`src/rtl/control_seq.sv`:
```
// ---------------------------------------------------------------------------
// control_seq
//   Registered multi-cycle control sequencer for the X9 datapath. Accepts one
//   opcode per instr_valid/instr_ready handshake, decodes it into the datapath
//   control bundle and presents that bundle from the following cycle. Memory
//   operations (lb/sb) hold their bundle for MEM_CYCLES cycles; branches stall
//   intake until br_done. flush aborts whatever is in progress.
//
// Parameters
//   OPW         ALUOp width (>= 4, 4-bit codes zero-extended)
//   MCODEBITS   instr width (>= 5, opcode is the top five bits)
//   MEM_CYCLES  cycles an lb/sb holds its controls (>= 1)
//   CNTW        issued-instruction counter width
//
// Ports
//   clk, rst_n          clock, asynchronous active-low reset
//   instr_valid, instr  opcode offered by fetch
//   instr_ready         sequencer accepts an opcode this cycle (state only)
//   br_done             branch resolved, releases the branch stall
//   flush               synchronous abort, highest priority
//   ctl_valid           control bundle is live this cycle
//   InstType .. ALUOp   registered datapath control bundle
//   issue_count         accepted instructions, modulo 2^CNTW
// ---------------------------------------------------------------------------
module control_seq #(
  parameter int OPW        = 4,
  parameter int MCODEBITS  = 5,
  parameter int MEM_CYCLES = 2,
  parameter int CNTW       = 16
) (
  input  logic                 clk,
  input  logic                 rst_n,
  input  logic                 instr_valid,
  input  logic [MCODEBITS-1:0] instr,
  output logic                 instr_ready,
  input  logic                 br_done,
  input  logic                 flush,
  output logic                 ctl_valid,
  output logic [1:0]           InstType,
  output logic                 BranchInst,
  output logic                 MemRead,
  output logic                 MemtoReg,
  output logic                 MemWrite,
  output logic                 ALUSrc,
  output logic                 RegWrite,
  output logic [OPW-1:0]       ALUOp,
  output logic [CNTW-1:0]      issue_count
);

  typedef enum logic [1:0] {
    S_DECODE,
    S_MEM,
    S_BRANCH
  } state_t;

  typedef struct packed {
    logic [1:0] instType;
    logic       branch;
    logic       memRead;
    logic       memToReg;
    logic       memWrite;
    logic       aluSrc;
    logic       regWrite;
    logic [3:0] aluOp;
  } ctl_t;

  localparam ctl_t BUBBLE = '{instType: 2'b00, branch: 1'b0, memRead: 1'b0,
                              memToReg: 1'b0, memWrite: 1'b0, aluSrc: 1'b1,
                              regWrite: 1'b0, aluOp: 4'b1111};

  // Counter holds the cycles still to go after the current MEM cycle, so it
  // never needs to reach MEM_CYCLES itself.
  localparam int   MCW       = (MEM_CYCLES > 1) ? $clog2(MEM_CYCLES) : 1;
  localparam logic MULTI_MEM = (MEM_CYCLES > 1);

  state_t          r_state;
  logic            r_valid;
  ctl_t            r_out;
  logic [MCW-1:0]  r_memLeft;
  logic [CNTW-1:0] r_count;

  logic [4:0]      w_opcode;
  ctl_t            w_dec;
  logic            w_isMem;

  assign w_opcode = instr[MCODEBITS-1 -: 5];

  // Opcode decode: start from the default ALU-type bundle and override the
  // fields each opcode class changes.
  always_comb begin
    w_dec = '{instType: 2'b00, branch: 1'b0, memRead: 1'b0, memToReg: 1'b0,
              memWrite: 1'b0, aluSrc: 1'b1, regWrite: 1'b1, aluOp: 4'b1111};
    casez (w_opcode)
      5'b00000: w_dec.aluOp = 4'b0000;
      5'b00001: w_dec.aluOp = 4'b0001;
      5'b00010: begin
        w_dec.aluOp  = 4'b0010;
        w_dec.aluSrc = 1'b0;
      end
      5'b00011: begin
        w_dec.instType = 2'b01;
        w_dec.memRead  = 1'b1;
        w_dec.memToReg = 1'b1;
        w_dec.aluOp    = 4'b0011;
      end
      5'b00100: begin
        w_dec.instType = 2'b01;
        w_dec.memWrite = 1'b1;
        w_dec.regWrite = 1'b0;
        w_dec.aluOp    = 4'b0100;
      end
      5'b00101, 5'b00110: begin
        w_dec.branch   = 1'b1;
        w_dec.regWrite = 1'b0;
        w_dec.aluOp    = 4'b1111;
      end
      5'b00111, 5'b01000, 5'b01001, 5'b01010, 5'b01011, 5'b01100:
        w_dec.aluOp = w_opcode[3:0];
      5'b01101, 5'b01110: begin
        w_dec.aluOp    = w_opcode[3:0];
        w_dec.regWrite = 1'b0;
      end
      5'b01111: w_dec.aluOp = 4'b1111;
      5'b10???: begin
        w_dec.instType = 2'b11;
        w_dec.aluOp    = 4'b0101;
      end
      5'b11???: begin
        w_dec.instType = 2'b10;
        w_dec.aluOp    = 4'b0110;
      end
      default: ;
    endcase
  end

  assign w_isMem = w_dec.memRead | w_dec.memWrite;

  // Sequencer FSM with registered control bundle. A load's RegWrite is held
  // off until its final MEM cycle; with a single-cycle memory the load is
  // treated like an ALU op and keeps RegWrite in its only cycle.
  always_ff @(posedge clk or negedge rst_n) begin
    if (!rst_n) begin
      r_state   <= S_DECODE;
      r_valid   <= 1'b0;
      r_out     <= BUBBLE;
      r_memLeft <= '0;
      r_count   <= '0;
    end else if (flush) begin
      r_state   <= S_DECODE;
      r_valid   <= 1'b0;
      r_out     <= BUBBLE;
      r_memLeft <= '0;
    end else begin
      case (r_state)
        S_DECODE: begin
          if (instr_valid) begin
            r_valid <= 1'b1;
            r_out   <= w_dec;
            r_count <= r_count + CNTW'(1);
            if (w_dec.branch) begin
              r_state <= S_BRANCH;
            end else if (w_isMem && MULTI_MEM) begin
              r_state        <= S_MEM;
              r_memLeft      <= MCW'(MEM_CYCLES - 1);
              r_out.regWrite <= 1'b0;
            end
          end else begin
            r_valid <= 1'b0;
            r_out   <= BUBBLE;
          end
        end
        S_MEM: begin
          if (r_memLeft == '0) begin
            r_state <= S_DECODE;
            r_valid <= 1'b0;
            r_out   <= BUBBLE;
          end else begin
            r_memLeft <= r_memLeft - MCW'(1);
            // Entering the final cycle: only a load (MemRead) writes back.
            if (r_memLeft == MCW'(1)) begin
              r_out.regWrite <= r_out.memRead;
            end
          end
        end
        S_BRANCH: begin
          r_valid <= 1'b0;
          r_out   <= BUBBLE;
          if (br_done) begin
            r_state <= S_DECODE;
          end
        end
        default: begin
          r_state <= S_DECODE;
          r_valid <= 1'b0;
          r_out   <= BUBBLE;
        end
      endcase
    end
  end

  assign instr_ready = (r_state == S_DECODE);
  assign ctl_valid   = r_valid;
  assign InstType    = r_out.instType;
  assign BranchInst  = r_out.branch;
  assign MemRead     = r_out.memRead;
  assign MemtoReg    = r_out.memToReg;
  assign MemWrite    = r_out.memWrite;
  assign ALUSrc      = r_out.aluSrc;
  assign RegWrite    = r_out.regWrite;
  assign ALUOp       = OPW'(r_out.aluOp);
  assign issue_count = r_count;

endmodule

```
`config.mk`:
```
export PLATFORM = sky130hd
export DESIGN_NAME = control_seq
export DESIGN_NICKNAME = d
export VERILOG_FILES = /design/src/rtl/control_seq.sv
export SDC_FILE = /design/constraint.sdc
export NUM_CORES = 1
export LEC_CHECK = 0
export BUFFER_PORTS_ARGS = -buffer_cell sky130_fd_sc_hd__buf_2
export CAP_MARGIN = 5
export CORE_ASPECT_RATIO = 0.8
export CORE_MARGIN = 2
export CORE_UTILIZATION = 50
export DETAILED_ROUTE_END_ITERATION = 6
export PLACE_DENSITY = 0.77
export SKIP_CTS_REPAIR_TIMING = 1
export SYNTH_ARGS = -nofsm -noshare
export SYNTH_HDL_FRONTEND = slang
export SYNTH_SLANG_ARGS = --single-unit
```
`constraint.sdc`:
```
create_clock -name clk -period 3.7 [get_ports clk]
set_input_delay 0.74 -clock clk [delete_from_list [all_inputs] [get_ports clk]]
set_output_delay 0.74 -clock clk [all_outputs]
set_load 0.05 [all_outputs]
```
## Word level (Yosys, flattened, before mapping)

Index checks and enable logic that the tools add are counted.

- Bits in writable memories: 0
- Word-level logic and storage cells: 84
- Memories kept: 0
- Latch bits: 0
- Bits in read-only memories: 0
- Flip-flop bits (word level): 32

- Shifts and indexed selects: 0
- Bitwise gates (word level): 2
- Reduce and logical (&&, ||, !) cells: 11
- Multiplexer cells: 32
- Add/subtract/negate cells: 2
- $lt $le $gt $ge: 0
- Eq/ne operators: 25
- Multipliers: 0
- Div/mod/pow operators: 0

Operators by type and width:

| cell | count |
|---|---|
| $eq 5x4->1 const B | 8 |
| $pmux 4 s9 | 1 |
| $mux 12 | 2 |
| $pmux 12 s2 | 1 |
| $eq 5x3->1 const B | 4 |
| $add 16x1->16 const B | 1 |
| $mux 1 | 15 |
| $mux 2 | 7 |
| $pmux 2 s3 | 2 |
| $eq 5x2->1 const B | 2 |
| $ne 3x3->1 const B | 3 |
| $reduce_and 4->1 | 2 |
| $reduce_or 8->1 | 1 |
| $mux 7 | 1 |
| $eq 2x2->1 const B | 3 |
| $eq 5x1->1 const B | 1 |
| $logic_not 5->1 | 1 |
| $reduce_or 5->1 | 1 |
| $mux 4 | 1 |
| $ne 4x1->1 const B | 1 |
| $pmux 1 s2 | 2 |
| $reduce_or 2->1 | 2 |
| $ne 3x1->1 const B | 1 |
| $ne 3x2->1 const B | 1 |
| other kinds (8) | 8 |

## Logic depth before layout (Yosys ltp)

Gate-level depths: netlist of run 1.

- Depth in word-level cells: 8
- Gate-level depth with buffers: 5
- Depth with buffers taken out: 5

## Least setup slack after synthesis of run 1

OpenSTA, ideal clock, no wires.

- Path kind: input port to flip-flop
- From: input port flush
- To: register r_count[15] (netlist: issue_count[15])
- Setup time: 82 ps
- Required time: 3618 ps
- Setup slack: 1552 ps
- Data arrival time: 2066 ps
- Cell stages on the path: 4
- Cells stage by stage: or4b_4 -> or4_4 -> nor3_2 -> xor2_1

- Longest elaborated chain between the ends: 2

RTL lines:

| element | RTL line | source |
|---|---|---|
| start, declared | 37 | `input logic flush,` |
| $not 1->1 (no line) | - |  |
| $reduce_and 3->1 (no line) | - |  |
| end signal, assigned | 159 | `r_count <= r_count + CNTW'(1);` |
| end, declared | 80 | `logic [CNTW-1:0] r_count;` |

Every way passes these cells.
A chain may end at the register's enable or synchronous reset.

## Worst setup path in the final report of run 1

- From: input port flush
- To: register r_count[8] (netlist: issue_count[8])

Same word-level chain as after synthesis.

==> flow_summary.yaml, run 1 <==
synthesis:
  synth-xor-area-share: 0.0945
  synth-simple-area-share: 0.227
  syn_nets: 159
  ys_ff_latch: 31
  yosysTopAreaCell: "dfrtp_1"
  muxShareOfSynthArea: 0
  synth-edff-count: 0
  synth_seq_area_share: 0.527
  async_reset_ff_frac: 1.00
  synth-main-ff-cell: "dfrtp_1"
  synthCells: 148
  synth_top_area_frac: 0.439
  ys_warn_count: 0
  synth_cell_types: 35
  syn_area_per_cell_um2: 10.0
  synth-compound-area-share: 0.102
  synth_top_family_by_area: "simple AND/OR/NAND/NOR gates"
  synth_fa_ha_area_frac: 0.00844
  ys_top_cells_by_area: "dfrtp_1 (44%), dfstp_2 (8.9%), xnor2_1 (4.7%)"
  syn_area_um2: 1480
floorplanning:
  io_pins: 40
  die_width_um: 64.9
  chipHeight_um: 52.7
  initial_core_util: 0.532
  core_region_area_um2: 2790
  rows: 17
  dieArea_um2: 3420
route:
  ant_nets: 0
  drtIter0Drc: 71
  wl_um: 3310
  route.detailed.drc: 0
  firstDrtPassIters: 4
  wl_per_cell_um: 14.8
  dr_total_vias: 1203
  viasPerCell: 5.37
setup_path:
  reg2reg_depth: 4
  crit_type: "input port to flop"
  cp.arrival_ns: 2.37
  r2r_setup_slack_ns: 1.60
  r2r-start: "r_state[0]"
  crit_path_end: "issue_count[8]"
  cp-end-kind: "flop"
  cp-startpoint: "flush"
  crit_required_ns: 3.92
  cp-start-kind: "input port"
  r2r-end: "issue_count[8]"
  cp_max_fo: 12
final_layout:
  design_area_um2: 1810
  area_growth_pct: 21.8
  diodes: 0
  fin_util: 0.648
  fin_nets: 196
  instances_no_fill: 224
  drive_gt1_frac: 0.296
global_routing:
  grt_pass1_wl_um: 5490
  grt_overflow_total: 0
  grt_usage: 0.227
  antenna_found_initial: 0
  grt_pass1_vias: 1153
  grt_max_degree: 32
clock_tree:
  clkTransAtPathRegs_ns: 0.07
  cts-root-buf: "clkbuf_8"
  clock_sinks: 31
  cts_tree: "done"
  h-tree-depth: 2
  numCtsBuffers: 5
  insertion_delay_ns: 0.29
  cts_buffer_depth: 2
power_and_ir_drop:
  leakagePower_nw: 0.883
  power_mw: 1.07
  power.density_nw_per_um2: 593
  peakVddDrop_uv: 431
placement:
  dpl_cell_area_um2: 1690
  globalplace.congestion: 0.815
  dpl.hpwl_um: 2450
  portBuffers: 39
  dp_cells: 216
  pre_cts_ws_ns: 1.26
hold_path:
  min-delay-path-class: "input port to async pin"
sta:
  worst_pin_slew_ns: 0.662
  max_freq_ghz: 0.465
  layout_setup_ws_ns: 1.55
  clock_skew_ns: 0.00701
  holdWs_ns: 0.483
  hold_viol: 0
  slew_violations: 0
  min_period_over_period: 0.582
  relSlewSlack: 0.559
  tns_ns: 0
  rsz0062_at_grt: "no"
  setup_viol: 0
  final.min_clock_period_ns: 2.15
outcome:
  status: "finished, final reports clean"
job:
  maxCapViolCount: 0
-- report_power, final --
| group | switching [mW] | total, mW | internal [mW] |
|---|---|---|---|
| Sequential | 0.0529 | 0.435 | 0.382 |
| Clock | 0.126 | 0.344 | 0.218 |
| Combinational | 0.220 | 0.291 | 0.0714 |
| Total | 0.399 | 1.07 | 0.671 |
-- worst min path at each step --
stage | start | endpoint | slack, ns | depth (start not counted)
2_1_floorplan | rst_n | BranchInst | 0.44 | 0
3_3_place_gp | issue_count[15] | issue_count[15] | 0.45 | 1
3_5_place_dp | issue_count[15] | issue_count[15] | 0.47 | 1
4_1_cts | issue_count[15] | issue_count[15] | 0.48 | 1
5_1_grt | issue_count[15] | issue_count[15] | 0.49 | 1
6_report | rst_n | issue_count[3] | 0.48 | 1
-- final cells by class --
type	count	area, um2
multi-input cells	102	641
clock inverters	2	35.0
repair buffers	39	195
inverters	6	22.5
clock buffers	6	82.6
well taps	38	47.5
flip-flops and latches	31	782
fillers	235	981
-- metal layers --
layer  track usage  vias up  share of wire
met5             0        -              0
met4         0.145        0          0.021
met3        0.0624        9          0.061
met2         0.347       35           0.46
met1         0.286      573           0.46
li1              -      586              -
-- cells in the final DEF (no fill, tap or decap), drive strengths merged, types with 3 or more instances in the layout --
master / instances
xnor2: 8
nand3: 8
nand2: 16
a21oi: 3
xor2: 8
buf: 39
clkbuf: 6
nand4: 5
dfstp: 5
o31ai: 3
nor3: 6
dfrtp: 26
nor2: 11
nand2b: 3
o21ai: 6
inv: 6
and3: 4
-- registers in the layout (all words and copies together), names as in the netlist, 2 cells and up --
name and count:
ALUOp 4, r_state 2, issue_count 16, InstType 2
-- cells by family after synthesis --
family / after synthesis
simple gates: 63
flops: 31
compound gates: 22
xor+xnor: 16
buf+inv: 15
fa+ha+maj: 1
-- critical path, cell delays in order --
cell and delay (ns):
buf_2 0.11, or4b_4 0.57, nor3_1 0.55, and3_1 0.25
xor2_1 0.14
-- Yosys cell counts, drive strengths merged, types with 3 or more instances --
library cell / instances
inv: 6
nand2: 16
nor2: 11
o21ai: 6
nand3: 8
a21oi: 3
clkbuf: 8
o31ai: 3
xnor2: 8
dfstp: 5
xor2: 8
and3: 4
nor3: 6
dfrtp: 26
nand4: 5
nand2b: 3
No activity file was read; power rests on OpenSTA's default activity.
==> run 2, diff against run 1 <==
--- a/config.mk
+++ b/config.mk
@@ -9,9 +9,9 @@
 export CAP_MARGIN = 5
 export CORE_ASPECT_RATIO = 0.8
 export CORE_MARGIN = 2
-export CORE_UTILIZATION = 50
+export CORE_UTILIZATION = 46
 export DETAILED_ROUTE_END_ITERATION = 6
-export PLACE_DENSITY = 0.77
+export PLACE_DENSITY = 0.74
 export SKIP_CTS_REPAIR_TIMING = 1
 export SYNTH_ARGS = -nofsm -noshare
 export SYNTH_HDL_FRONTEND = slang
==> constraint.sdc (replaced) <==
create_clock -name clk -period 1.9 [get_ports clk]
set_input_delay 0.38 -clock clk [delete_from_list [all_inputs] [get_ports clk]]
set_output_delay 0.38 -clock clk [all_outputs]
set_load 0.05 [all_outputs]
==> flow_summary.yaml, run 2 (same netlist as run 1, synthesis figures left out) <==
route:
  viasPerCell: 5.36
  route.detailed.drc: 0
  drtIter0Drc: 59
  dr_total_vias: 1260
  wl_per_cell_um: 14.8
  wl_um: 3480
  ant_nets: 0
  firstDrtPassIters: 4
power_and_ir_drop:
  power_mw: 2.11
  leakagePower_nw: 0.950
  power.density_nw_per_um2: 1110
  peakVddDrop_uv: 733
sta:
  layout_setup_ws_ns: 0.0353
  max_freq_ghz: 0.536
  clock_skew_ns: 0.00845
  tns_ns: 0
  slew_violations: 0
  min_period_over_period: 0.981
  final.min_clock_period_ns: 1.86
  hold_viol: 0
  relSlewSlack: 0.552
  setup_viol: 0
  worst_pin_slew_ns: 0.673
clock_tree:
  cts_buffer_depth: 2
  clock_sinks: 31
  cts-root-buf: "clkbuf_8"
  h-tree-depth: 2
  numCtsBuffers: 5
  clkTransAtPathRegs_ns: 0.07
  insertion_delay_ns: 0.29
  cts_tree: "done"
global_routing:
  grt_usage: 0.209
  grt_max_degree: 32
  antenna_found_initial: 0
  grt_overflow_total: 0
  grt_pass1_wl_um: 5410
  grt_pass1_vias: 1137
floorplanning:
  initial_core_util: 0.481
  io_pins: 40
  rows: 18
  core_region_area_um2: 3090
  chipHeight_um: 54.8
  die_width_um: 67.5
  dieArea_um2: 3700
setup_path:
  cp.arrival_ns: 2.07
  crit_required_ns: 2.11
  cp-start-kind: "flop"
  crit_type: "flop to flop"
  cp_max_fo: 11
  cp-end-kind: "flop"
final_layout:
  instances_no_fill: 235
  final_cell_mix: "buf_2 (39), dfrtp_1 (26), nand2_1 (16)"
  drive_gt1_frac: 0.344
  fin_nets: 205
  area_growth_pct: 28.2
  diodes: 0
  final_common_cell: "buf_2"
  fin_util: 0.616
  largest_register_ffs: 16
placement:
  pre_cts_ws_ns: -0.0527
  dpl.hpwl_um: 2460
  portBuffers: 39
  dp_cells: 225
  globalplace.congestion: 0.768
job:
  maxCapViolCount: 0
hold_path:
  min-delay-path-class: "input port to async pin"
outcome:
  status: "finished, final reports clean"
-- run 2: path summary, 6_finish.rpt --
kind	start	to	slack [ns]	cells past startpoint
max	r_state[1]	issue_count[8]	0.04	6
min	rst_n	InstType[1]	0.12	1
max reg2reg	r_state[1]	issue_count[8]	0.04	6
min reg2reg	issue_count[15]	issue_count[15]	0.46	1
max in group asynchronous	rst_n	issue_count[6]	1.34	1
min in group clk	instr[3]	MemRead	0.40	2
-- run 2: area by class of cell --
| cell class | instances | area (um2) |
|---|---|---|
| tap | 40 | 50.0 |
| clock inverter | 2 | 35.0 |
| multi-input combinational | 102 | 662 |
| timing repair buffer | 48 | 267 |
| sequential | 31 | 782 |
| clock buffer | 6 | 82.6 |
| inverter | 6 | 22.5 |
| fill | 256 | 1180 |
-- run 2: through the flow --
step / area (um2) / hold WS (ns)
3_5_place_dp: 1750 / 0.456
5_1_grt: 1900 / 0.179
2_1_floorplan: 1490 / 0.0844
4_1_cts: 1860 / 0.151
6_report: 1900 / 0.121
3_3_place_gp: 1750 / 0.449
-- run 2: critical path: stages, from the launching register on --
cell	delay, ns
dfrtp_1	0.40
or4b_4	0.56
buf_6	0.16
nor3_1	0.18
buf_4	0.15
and3_1	0.17
xor2_1	0.16
-- run 2: power breakdown --
| part | leakage (nW) | switching (mW) | internal [mW] |
|---|---|---|---|
| clock network | 0.0612 | 0.249 | 0.424 |
| registers | 0.397 | 0.103 | 0.745 |
| logic | 0.492 | 0.437 | 0.148 |
| total | 0.950 | 0.790 | 1.32 |
-- run 2: routing by layer --
layer / global-route usage / share of wire / vias up
li1: - / - / 608
met1: 0.270 / 0.45 / 615
met2: 0.310 / 0.47 / 27
met3: 0.0453 / 0.049 / 10
met4: 0.153 / 0.029 / 0
met5: 0 / 0 / -
